### src/rtl/apu_dmc_reader.sv
// apu_dmc_reader: DMC sample memory reader for the 2A03 APU.
// Decodes $4010/$4012/$4013/$4015 writes, fetches sample bytes over the APU master
// port and holds one byte for the DMC output unit. It raises the DMC IRQ when a
// non-looping sample ends.
// Ports:
//   i_clk, i_rstn                      clock, asynchronous active-low reset
//   i_reg_addr/i_reg_wn/i_reg_wdata    CPU register bus (i_reg_wn=0 is a write strobe)
//   o_reg_rdata                        $4015 read contribution {irq, 2'b0, active, 4'b0}, combinational
//   o_dmc_req/i_dmc_gnt/o_dmc_addr     fetch request, one-cycle grant, fetch address
//   i_dmc_smpl                         fetched byte, valid with i_dmc_gnt
//   i_buf_pop/o_buf_full/o_buf_data    one-byte sample buffer towards the output unit
//   o_irq_n                            DMC IRQ, active-low
module apu_dmc_reader (
    input  logic        i_clk,
    input  logic        i_rstn,
    input  logic [15:0] i_reg_addr,
    input  logic        i_reg_wn,
    input  logic [7:0]  i_reg_wdata,
    output logic [7:0]  o_reg_rdata,
    output logic        o_dmc_req,
    input  logic        i_dmc_gnt,
    output logic [15:0] o_dmc_addr,
    input  logic [7:0]  i_dmc_smpl,
    input  logic        i_buf_pop,
    output logic        o_buf_full,
    output logic [7:0]  o_buf_data,
    output logic        o_irq_n
);

    localparam int unsigned ADDR_W = 16;
    localparam int unsigned LEN_W  = 12;
    localparam int unsigned DATA_W = 8;

    localparam logic [ADDR_W-1:0] REG_CTRL   = 16'h4010;
    localparam logic [ADDR_W-1:0] REG_ADDR   = 16'h4012;
    localparam logic [ADDR_W-1:0] REG_LEN    = 16'h4013;
    localparam logic [ADDR_W-1:0] REG_STATUS = 16'h4015;
    localparam logic [ADDR_W-1:0] SAMP_BASE  = 16'hC000;

    typedef enum logic {
        S_IDLE = 1'b0,
        S_REQ  = 1'b1
    } state_t;

    state_t              state;
    logic                irq_en;
    logic                loop_en;
    logic                dmc_irq;
    logic [DATA_W-1:0]   samp_addr;
    logic [DATA_W-1:0]   samp_len;
    logic [LEN_W-1:0]    bytes_rem;
    logic [ADDR_W-1:0]   cur_addr;
    logic                buf_full;
    logic [DATA_W-1:0]   buf_data;

    logic [ADDR_W-1:0]   start_addr;
    logic [LEN_W-1:0]    samp_length;
    logic [ADDR_W-1:0]   next_addr;
    logic                active;
    logic                reg_wr;

    // Sample geometry derived from the programmed registers
    assign start_addr  = SAMP_BASE + {2'b00, samp_addr, 6'b000000};
    assign samp_length = {samp_len, 4'b0000} + LEN_W'(1);
    // Fetch address stays in cartridge space: $FFFF rolls over to $8000
    assign next_addr   = (cur_addr == 16'hFFFF) ? 16'h8000 : cur_addr + ADDR_W'(1);
    assign active      = (bytes_rem != '0);
    assign reg_wr      = ~i_reg_wn;

    // Fetch sequencer, sample buffer and register file
    always_ff @(posedge i_clk or negedge i_rstn) begin
        if (!i_rstn) begin
            state     <= S_IDLE;
            irq_en    <= 1'b0;
            loop_en   <= 1'b0;
            dmc_irq   <= 1'b0;
            samp_addr <= '0;
            samp_len  <= '0;
            bytes_rem <= '0;
            cur_addr  <= SAMP_BASE;
            buf_full  <= 1'b0;
            buf_data  <= '0;
        end else begin
            if (i_buf_pop && buf_full) begin
                buf_full <= 1'b0;
            end

            case (state)
                S_IDLE: begin
                    if (!buf_full && active) begin
                        state <= S_REQ;
                    end
                end
                S_REQ: begin
                    // Request is held until granted, even if the sample was stopped meanwhile
                    if (i_dmc_gnt) begin
                        state    <= S_IDLE;
                        buf_full <= 1'b1;
                        buf_data <= i_dmc_smpl;
                        cur_addr <= next_addr;
                        if (bytes_rem == LEN_W'(1)) begin
                            if (loop_en) begin
                                cur_addr  <= start_addr;
                                bytes_rem <= samp_length;
                            end else begin
                                bytes_rem <= '0;
                                dmc_irq   <= irq_en;
                            end
                        end else if (bytes_rem != '0) begin
                            bytes_rem <= bytes_rem - LEN_W'(1);
                        end
                    end
                end
                default: state <= S_IDLE;
            endcase

            // Placed last so a simultaneous CPU write overrides the fetch bookkeeping
            if (reg_wr) begin
                case (i_reg_addr)
                    REG_CTRL: begin
                        irq_en  <= i_reg_wdata[7];
                        loop_en <= i_reg_wdata[6];
                        if (!i_reg_wdata[7]) begin
                            dmc_irq <= 1'b0;
                        end
                    end
                    REG_ADDR: samp_addr <= i_reg_wdata;
                    REG_LEN:  samp_len  <= i_reg_wdata;
                    REG_STATUS: begin
                        dmc_irq <= 1'b0;
                        if (!i_reg_wdata[4]) begin
                            bytes_rem <= '0;
                        end else if (!active) begin
                            cur_addr  <= start_addr;
                            bytes_rem <= samp_length;
                        end
                    end
                    default: ;
                endcase
            end
        end
    end

    // $4015 read contribution
    always_comb begin
        o_reg_rdata = '0;
        if (i_reg_wn && (i_reg_addr == REG_STATUS)) begin
            o_reg_rdata = {dmc_irq, 2'b00, active, 4'b0000};
        end
    end

    assign o_dmc_req  = (state == S_REQ);
    assign o_dmc_addr = cur_addr;
    assign o_buf_full = buf_full;
    assign o_buf_data = buf_data;
    assign o_irq_n    = ~dmc_irq;

endmodule

### config.mk
export PLATFORM = sky130hd
export DESIGN_NAME = apu_dmc_reader
export DESIGN_NICKNAME = d
export VERILOG_FILES = /design/src/rtl/apu_dmc_reader.sv
export SDC_FILE = /design/constraint.sdc
export NUM_CORES = 1
export LEC_CHECK = 0
export CORE_MARGIN = 2
export CORE_UTILIZATION = 40
export CTS_CLUSTER_SIZE = 8
export DETAILED_ROUTE_END_ITERATION = 10
export PLACE_DENSITY = 0.77
export SLEW_MARGIN = 25
export SYNTH_ARGS = -nofsm -noshare
export SYNTH_HDL_FRONTEND = slang
export SYNTH_SLANG_ARGS = --single-unit
### constraint.sdc
create_clock -name i_clk -period 4.2 [get_ports i_clk]
set_input_delay 1.26 -clock i_clk [delete_from_list [all_inputs] [get_ports i_clk]]
set_output_delay 1.26 -clock i_clk [all_outputs]
set_load 0.02 [all_outputs]
After elaboration in Yosys (flattened, before gate mapping)
Index checks and enable logic that the tools add are counted.
{"block": "totals", "regBits": 57, "input_bits": 37, "output_inout_bits": 35, "word_cells": 64}
{"block": "op_classes", "n_addsub": 4, "eq_ne": 6, "muxes": 32, "n_bitwise": 3, "n_reduce_logical": 9}
{"operator": "two-way mux 16 bit", "count": 9}
{"operator": "two-way mux 12 bit", "count": 9}
{"operator": "== test 16 x 15 -> 1 bit, second input constant", "count": 4}
{"operator": "adder 15 x 15 -> 16 bit, first input constant", "count": 1}
{"operator": "adder 16 x 1 -> 16 bit, second input constant", "count": 1}
{"operator": "== test 16 bit, second input constant", "count": 1}
{"operator": "adder 12 x 1 -> 12 bit, second input constant", "count": 1}
{"operator": "== test 12 x 1 -> 1 bit, second input constant", "count": 1}
{"operator": "nonzero test 12 bit", "count": 1}
{"operator": "subtractor 12 x 1 -> 12 bit, second input constant", "count": 1}
{"operator": "two-way mux 1 bit", "count": 11}
{"operator": "two-way mux 8 bit", "count": 1}
{"operator": "AND reduction 2 bit", "count": 4}
{"operator": "one-hot mux 1 bit (2 select lines)", "count": 2}
{"operator": "logical AND 1 bit", "count": 3}
{"operator": "inverter 1 bit", "count": 3}
{"operator": "zero test 1 bit", "count": 1}

Longest topological paths before layout
Gate-level depths: netlist (run 1).
{"block": "depth", "depth_word": 10, "depth_mapped": 8, "depth_no_buf": 7}

Least setup slack after synthesis (run 1)
No wires, ideal clock.
{"block": "synth_path", "path_type": "input port to output port", "startpoint": "input i_reg_addr[3]", "endpoint": "output o_reg_rdata[4]", "arrival_time_ns": 2.529, "required_time_ns": 2.940, "setup_slack_ns": 0.411, "path_stages": 4, "path_buffers": 1, "path_cell_list": "nor4b_1 nand4_1 clkbuf_1 nor3b_1"}
{"block": "synth_between", "elab_chain_len": 3}
{"item": "start, declared", "line": "16", "rtl": "input logic [15:0] i_reg_addr,"}
{"item": "== test 16 x 15 -> 1 bit", "line": "147", "rtl": "if (i_reg_wn && (i_reg_addr == REG_STATUS)) begin"}
{"item": "logical AND 1 bit", "line": "147"}
{"item": "two-way mux 8 bit", "line": "147"}
{"item": "end, declared", "line": "19", "rtl": "output logic [7:0] o_reg_rdata,"}
Every way passes these cells.

Final worst setup path (run 1)
Ends and elaborated chain as after synthesis.

==> results of run 1 <==
[cells by family after synthesis]
group,after synthesis,synth area share
simple gates,154,0.2556
compound gates,68,0.1396
flops,57,0.4416
buf+inv,34,0.04795
mux,21,0.07154
xor+xnor,10,0.02707
fa+ha+maj,4,0.01547
other cells,1,0.001159
[metal layers]
layer | wire, um | share of wire | up-vias | global-route usage
met3 | 643 | 0.078 | 19 | 0.04575
met5 | 0 | 0 | - | 0
li1 | - | - | 1386 | -
met1 | 3605 | 0.44 | 1386 | 0.2624
met2 | 3875 | 0.47 | 148 | 0.3161
met4 | 149 | 0.018 | 0 | 0.07971
[cells in the mapped netlist (all sizes together) (3+ instances only)]
library cell  number  area [um^2]
inv               11        41.29
nor4               8        101.3
mux2              17        191.4
or4                4        33.78
buf               10        65.06
a211oi             3        27.52
xor2               6        52.55
o22ai              3        32.53
o21ai             23        115.1
mux2i              4        40.04
and4               4        35.03
a21oi             16        80.08
xnor2              4        35.03
clkbuf            13        48.80
nand4             11        68.82
dfrtp             55         1376
or3                3        18.77
nand2             48        180.2
nor3              20        105.1
nand3             11        55.05
nor2              29        108.9
ha                 4        50.05
and3               3        18.77
[power by group]
group,total [mW],internal (mW),switching [mW]
Clock,0.577,0.349,0.228
Sequential,0.747,0.642,0.105
Combinational,0.576,0.260,0.316
Total,1.90,1.25,0.649
[stage by stage]
stage | cell area [um^2] | util | std cells
6_report | 4190 | 0.5395 | 521
5_1_grt | 4190 | 0.5395 | 521
4_1_cts | 4184 | 0.5387 | 521
3_5_place_dp | 3966 | 0.5106 | 505
3_3_place_gp | 3966 | 0.5106 | 505
2_1_floorplan | 3254 | - | 354
[path summary, 6_finish.rpt]
path	start	end	slack (ns)	cells after the start
worst max-delay path	i_reg_addr[3]	o_reg_rdata[4]	0.14	5
worst min-delay path	o_buf_data[2]$_DFFE_PN0P_	o_buf_data[2]$_DFFE_PN0P_	0.48	2
worst max register to register	bytes_rem[4]$_DFF_PN0_	o_dmc_addr[7]$_DFF_PN0_	1.74	5
worst min register to register	o_buf_data[2]$_DFFE_PN0P_	o_buf_data[2]$_DFFE_PN0P_	0.48	2
max in group asynchronous	i_rstn	bytes_rem[7]$_DFF_PN0_	2.40	2
min in group asynchronous	i_rstn	o_dmc_addr[2]$_DFF_PN0_	0.98	1
[critical path, stage by stage]
cell and delay [ns]:
clkdlybuf4s50_1 0.41, nor4b_1 0.31, nand4_1 0.20, nor3b_1 0.25
dlygate4sd2_1 0.36
[state kept, by name, indices dropped and copies added (netlist names)]
| name | cells |
|---|---|
| samp_addr | 8 |
| loop_en | 1 |
| bytes_rem | 12 |
| o_dmc_addr | 16 |
| irq_en | 1 |
| samp_len | 8 |
| o_dmc_req | 1 |
| dmc_irq | 1 |
| o_buf_data | 8 |
| o_buf_full | 1 |
[final cells by class]
type | instances | area, um^2
Multi-Input combinational cell | 263 | 1677
Inverter | 11 | 41.29
Clock inverter | 5 | 78.83
Sequential cell | 57 | 1429
Tap cell | 102 | 127.6
Clock buffer | 11 | 141.4
Timing Repair Buffer | 72 | 695.7
Fill cell | 705 | 3577
==> impl_metrics.toml, run 1 <==
[sta]
rsz0062_at_grt = "false"
setup_ws_ns = 0.1443
slew_viol_final = 0
skew_ns = 0.009513
tightest_slew_ns = 0.8542
fin_hold_ws_ns = 0.4798
min_period_over_period = 0.9656
finalHoldViolCount = 0
max_freq_mhz = 246.6
maxSlewHeadroom = 0.4302
fin_setup_tns_ns = 0
period_needed_ns = 4.056
setup_violations = 0

[detailed_routing]
ant_nets = 0
initialDrtViolationCount = 210
first_pass_iters = 5
wirelength_um = 8273
drc = 0
viasPerCell = 5.641
wl_per_cell_um = 15.88
vias = 2939

[hold_path]
hp-class = "reg -> reg"

[layout]
drive_gt1_frac = 0.1313
fin_nets = 455
areaGrowthSynthToFinish_pct = 29.51
final_common_cell = "clkdlybuf4s50_1"
n_antenna_cell = 0
layout_common_cells = "clkdlybuf4s50_1, dfrtp_1, nand2_1, nor2_1, nor3_1"

[yosys]
avgSynthCellArea_um2 = 9.271
async_flop_share = 1.000
ys_dominant_reg_cell = "dfrtp_1"
ys_types = 61
synth_edf_count = 0
ys_seq_area_frac = 0.4416
synth-seq-cells = 57
synthCells = 349
ys_warn_count = 0
synth_area_mm2 = 0.003236

[worst_setup_path]
endpoint_kind = "output pin"
worstPathRequired_ns = 2.94
critPathKind = "in -> out"
setup.worst_path.start_class = "input pin"
crit_arrival_ns = 2.80
critPathMaxFanout = 3

[clocking]
cts.hold.buffers_added = 0
clkSinkCount = 57
cts_tree = "yes"
clk_pin_slew_ns = 0.06
clock-root-buffer = "clkbuf_8"
cts_setup_buffers = 0
clockBufferDepth = 2
cts_buffers = 9
post_cts_resize_count = 2
htreeDepth = 3
clock_latency_ns = 0.34

[pwr]
p_per_area_mw_per_mm2 = 453.4
leakagePower_nw = 1.718
peakVddDrop_mv = 0.1807
p_total_mw = 1.900

[placed_design]
gp_congestion = 0.9039
io_buffers = 65
dp_hpwl_um = 5940
dp_slack_ns = -0.2174

[die]
start_util = 0.4166
pin_count = 72
fp.dieH_um = 93.94
rows = 32
die_area_mm2 = 0.008825
die_w_um = 93.94
coreArea_mm2 = 0.007767

[status]
status = "completed"

[global_routing]
grt_pass1_vias = 2882
grt_usage = 0.1988
grt_pass1_wl_um = 13630
grt_max_degree = 33
grt_overflow = 0
antenna_found_initial = 0

[flow_run]
drv_cap = 0
(Power assumes the default switching activity.)
==> inputs of run 2 (changes only) <==
Settings changed: CORE_ASPECT_RATIO set to 1.4.
==> run 2 against run 1 <==
  * Clock skew shrank 0.0017 ns
  * Design area decreased by 1.2%
  * First-iteration DRC count up 10%
  * Worst setup slack lost 0.047 ns
  * Register-to-register slack barely moved
  * Sequential share of layout area grew 0.40 points
  * Combinational power is 0.7% lower
==> impl_metrics.toml, run 2 (synthesis gave the netlist of run 1 again) <==
[status]
status = "completed"

[sta]
max_freq_mhz = 243.7
min_period_over_period = 0.9769
fin_hold_ws_ns = 0.4746
skew_ns = 0.007769
setup_ws_ns = 0.09714
setup_violations = 0
rsz0062_at_grt = "false"
period_needed_ns = 4.103
tightest_slew_ns = 0.6767
slew_viol_final = 0
finalHoldViolCount = 0
maxSlewHeadroom = 0.5489

[layout]
drive_gt1_frac = 0.1310
layout_common_cells = "clkdlybuf4s50_1, dfrtp_1, nand2_1, nor2_1, nor3_1"
areaGrowthSynthToFinish_pct = 28.00
fin_nets = 456
n_antenna_cell = 0
final_common_cell = "clkdlybuf4s50_1"
largest_register_ffs = 16

[worst_setup_path]
worstPathRequired_ns = 2.94
slowest_delay_ns = 0.40
crit_arrival_ns = 2.84
setup.worst_path.start_class = "input pin"
critPathKind = "in -> out"
cp_slowest_cell = "clkdlybuf4s50_1"
crit_buf_inv = 2
critPathMaxFanout = 4
cp_num_cells = 5
crit_chain = "clkdlybuf4s50_1 > nor4b_1 > nand4_1 > nor3b_1 > dlygate4sd2_1"
worst-r2r-cell-count = 5
crit_family = "simple AND/OR/NAND/NOR gates"
endpoint_kind = "output pin"

[die]
rows = 38
fp.dieH_um = 110.4
die_area_mm2 = 0.008834
die_w_um = 80.01
coreArea_mm2 = 0.007797
pin_count = 72
start_util = 0.4150

[clocking]
clk_pin_slew_ns = 0.07
cts_buffers = 9
htreeDepth = 3
clockBufferDepth = 2
clock_latency_ns = 0.34
cts.hold.buffers_added = 0
clock-root-buffer = "clkbuf_8"
clkSinkCount = 57
cts_setup_buffers = 0
cts_tree = "yes"

[detailed_routing]
viasPerCell = 5.646
first_pass_iters = 5
vias = 2936
ant_nets = 0
initialDrtViolationCount = 232
drc = 0
wirelength_um = 8394
wl_per_cell_um = 16.14

[hold_path]
holdPathStages = 2
hp-class = "reg -> reg"

[placed_design]
gp_congestion = 0.8956
dp_slack_ns = -0.1985
dp_hpwl_um = 6163
io_buffers = 65

[global_routing]
antenna_found_initial = 0
grt_usage = 0.1979
grt_max_degree = 30
grt_pass1_wl_um = 14030
grt_overflow = 0
grt_pass1_vias = 2927

[pwr]
leakagePower_nw = 1.697
peakVddDrop_mv = 0.2142
p_per_area_mw_per_mm2 = 427.8
p_int_mw = 1.128
power.switching_mw = 0.6435
p_sw_frac = 0.3632
clockPowerShare = 0.256
seqPwrFrac = 0.421
p_comb_frac = 0.323

[flow_run]
drv_cap = 0
[run 2: routing by layer]
layer | GRT usage | vias up | routed length [um]
met1 | 0.2413 | 1431 | 3372
met2 | 0.3433 | 96 | 4486
met4 | 0.07006 | 0 | 172
li1 | - | 1390 | -
met3 | 0.03513 | 19 | 364
met5 | 0 | - | 0
[run 2: what timing repair did]
item / 4_1_cts / 5_1_grt
endpoints found under the hold margin: 0 / 0
resized for setup: 2 / 0
endpoints found under the setup margin: 2 / 0
[run 2: area by class of cell]
type	count	area, um^2
Clock buffer	11	141.4
Tap cell	100	125.1
Clock inverter	5	31.28
Timing Repair Buffer	73	703.2
Multi-Input combinational cell	263	1670
Fill cell	710	3656
Sequential cell	57	1429
Inverter	11	41.29
[run 2: power by group through the flow]
stage | Clock, mW | Sequential, mW | Combinational (mW)
finish | 0.454 | 0.746 | 0.572
global route | 0.490 | 0.763 | 0.632
CTS | 0.463 | 0.745 | 0.574
detailed placement | 0 | 0.755 | 0.571
global placement | 0 | 0.748 | 0.559
floorplan | 0 | 0.807 | 0.274
[run 2: worst register-to-register path: cells and delay by family, from the launching register on]
family	cells	cell delay, ns
AO/OA/AOI/OAI	3	0.62
flip-flops	1	0.46
AND/OR/NAND/NOR	2	1.25
[run 2: worst paths after layout]
kind                                           start                         to  slack (ns)
min in group asynchronous                     i_rstn    o_dmc_addr[4]$_DFF_PN0_        0.95
setup reg to reg              bytes_rem[4]$_DFF_PN0_   o_dmc_addr[13]$_DFF_PN0_        1.73
setup / recovery                      i_reg_addr[13]             o_reg_rdata[4]         0.1
hold reg to reg            o_buf_data[7]$_DFFE_PN0P_  o_buf_data[7]$_DFFE_PN0P_        0.47
max in group asynchronous                     i_rstn   o_dmc_addr[14]$_DFF_PN1_        2.37
hold / removal             o_buf_data[7]$_DFFE_PN0P_  o_buf_data[7]$_DFFE_PN0P_        0.47
[run 2: through the flow]
step                total power [mW]  area (um^2)  TNS [ns]  utilization  cells
floorplan                      1.081         3254         0            -    354
global placement               1.307         3971   -0.1563       0.5093    504
detailed placement             1.326         3971   -0.2919       0.5093    504
CTS                            1.782         4141         0       0.5311    520
global route                   1.884         4141         0       0.5311    520
finish                         1.772         4141         0       0.5311    520
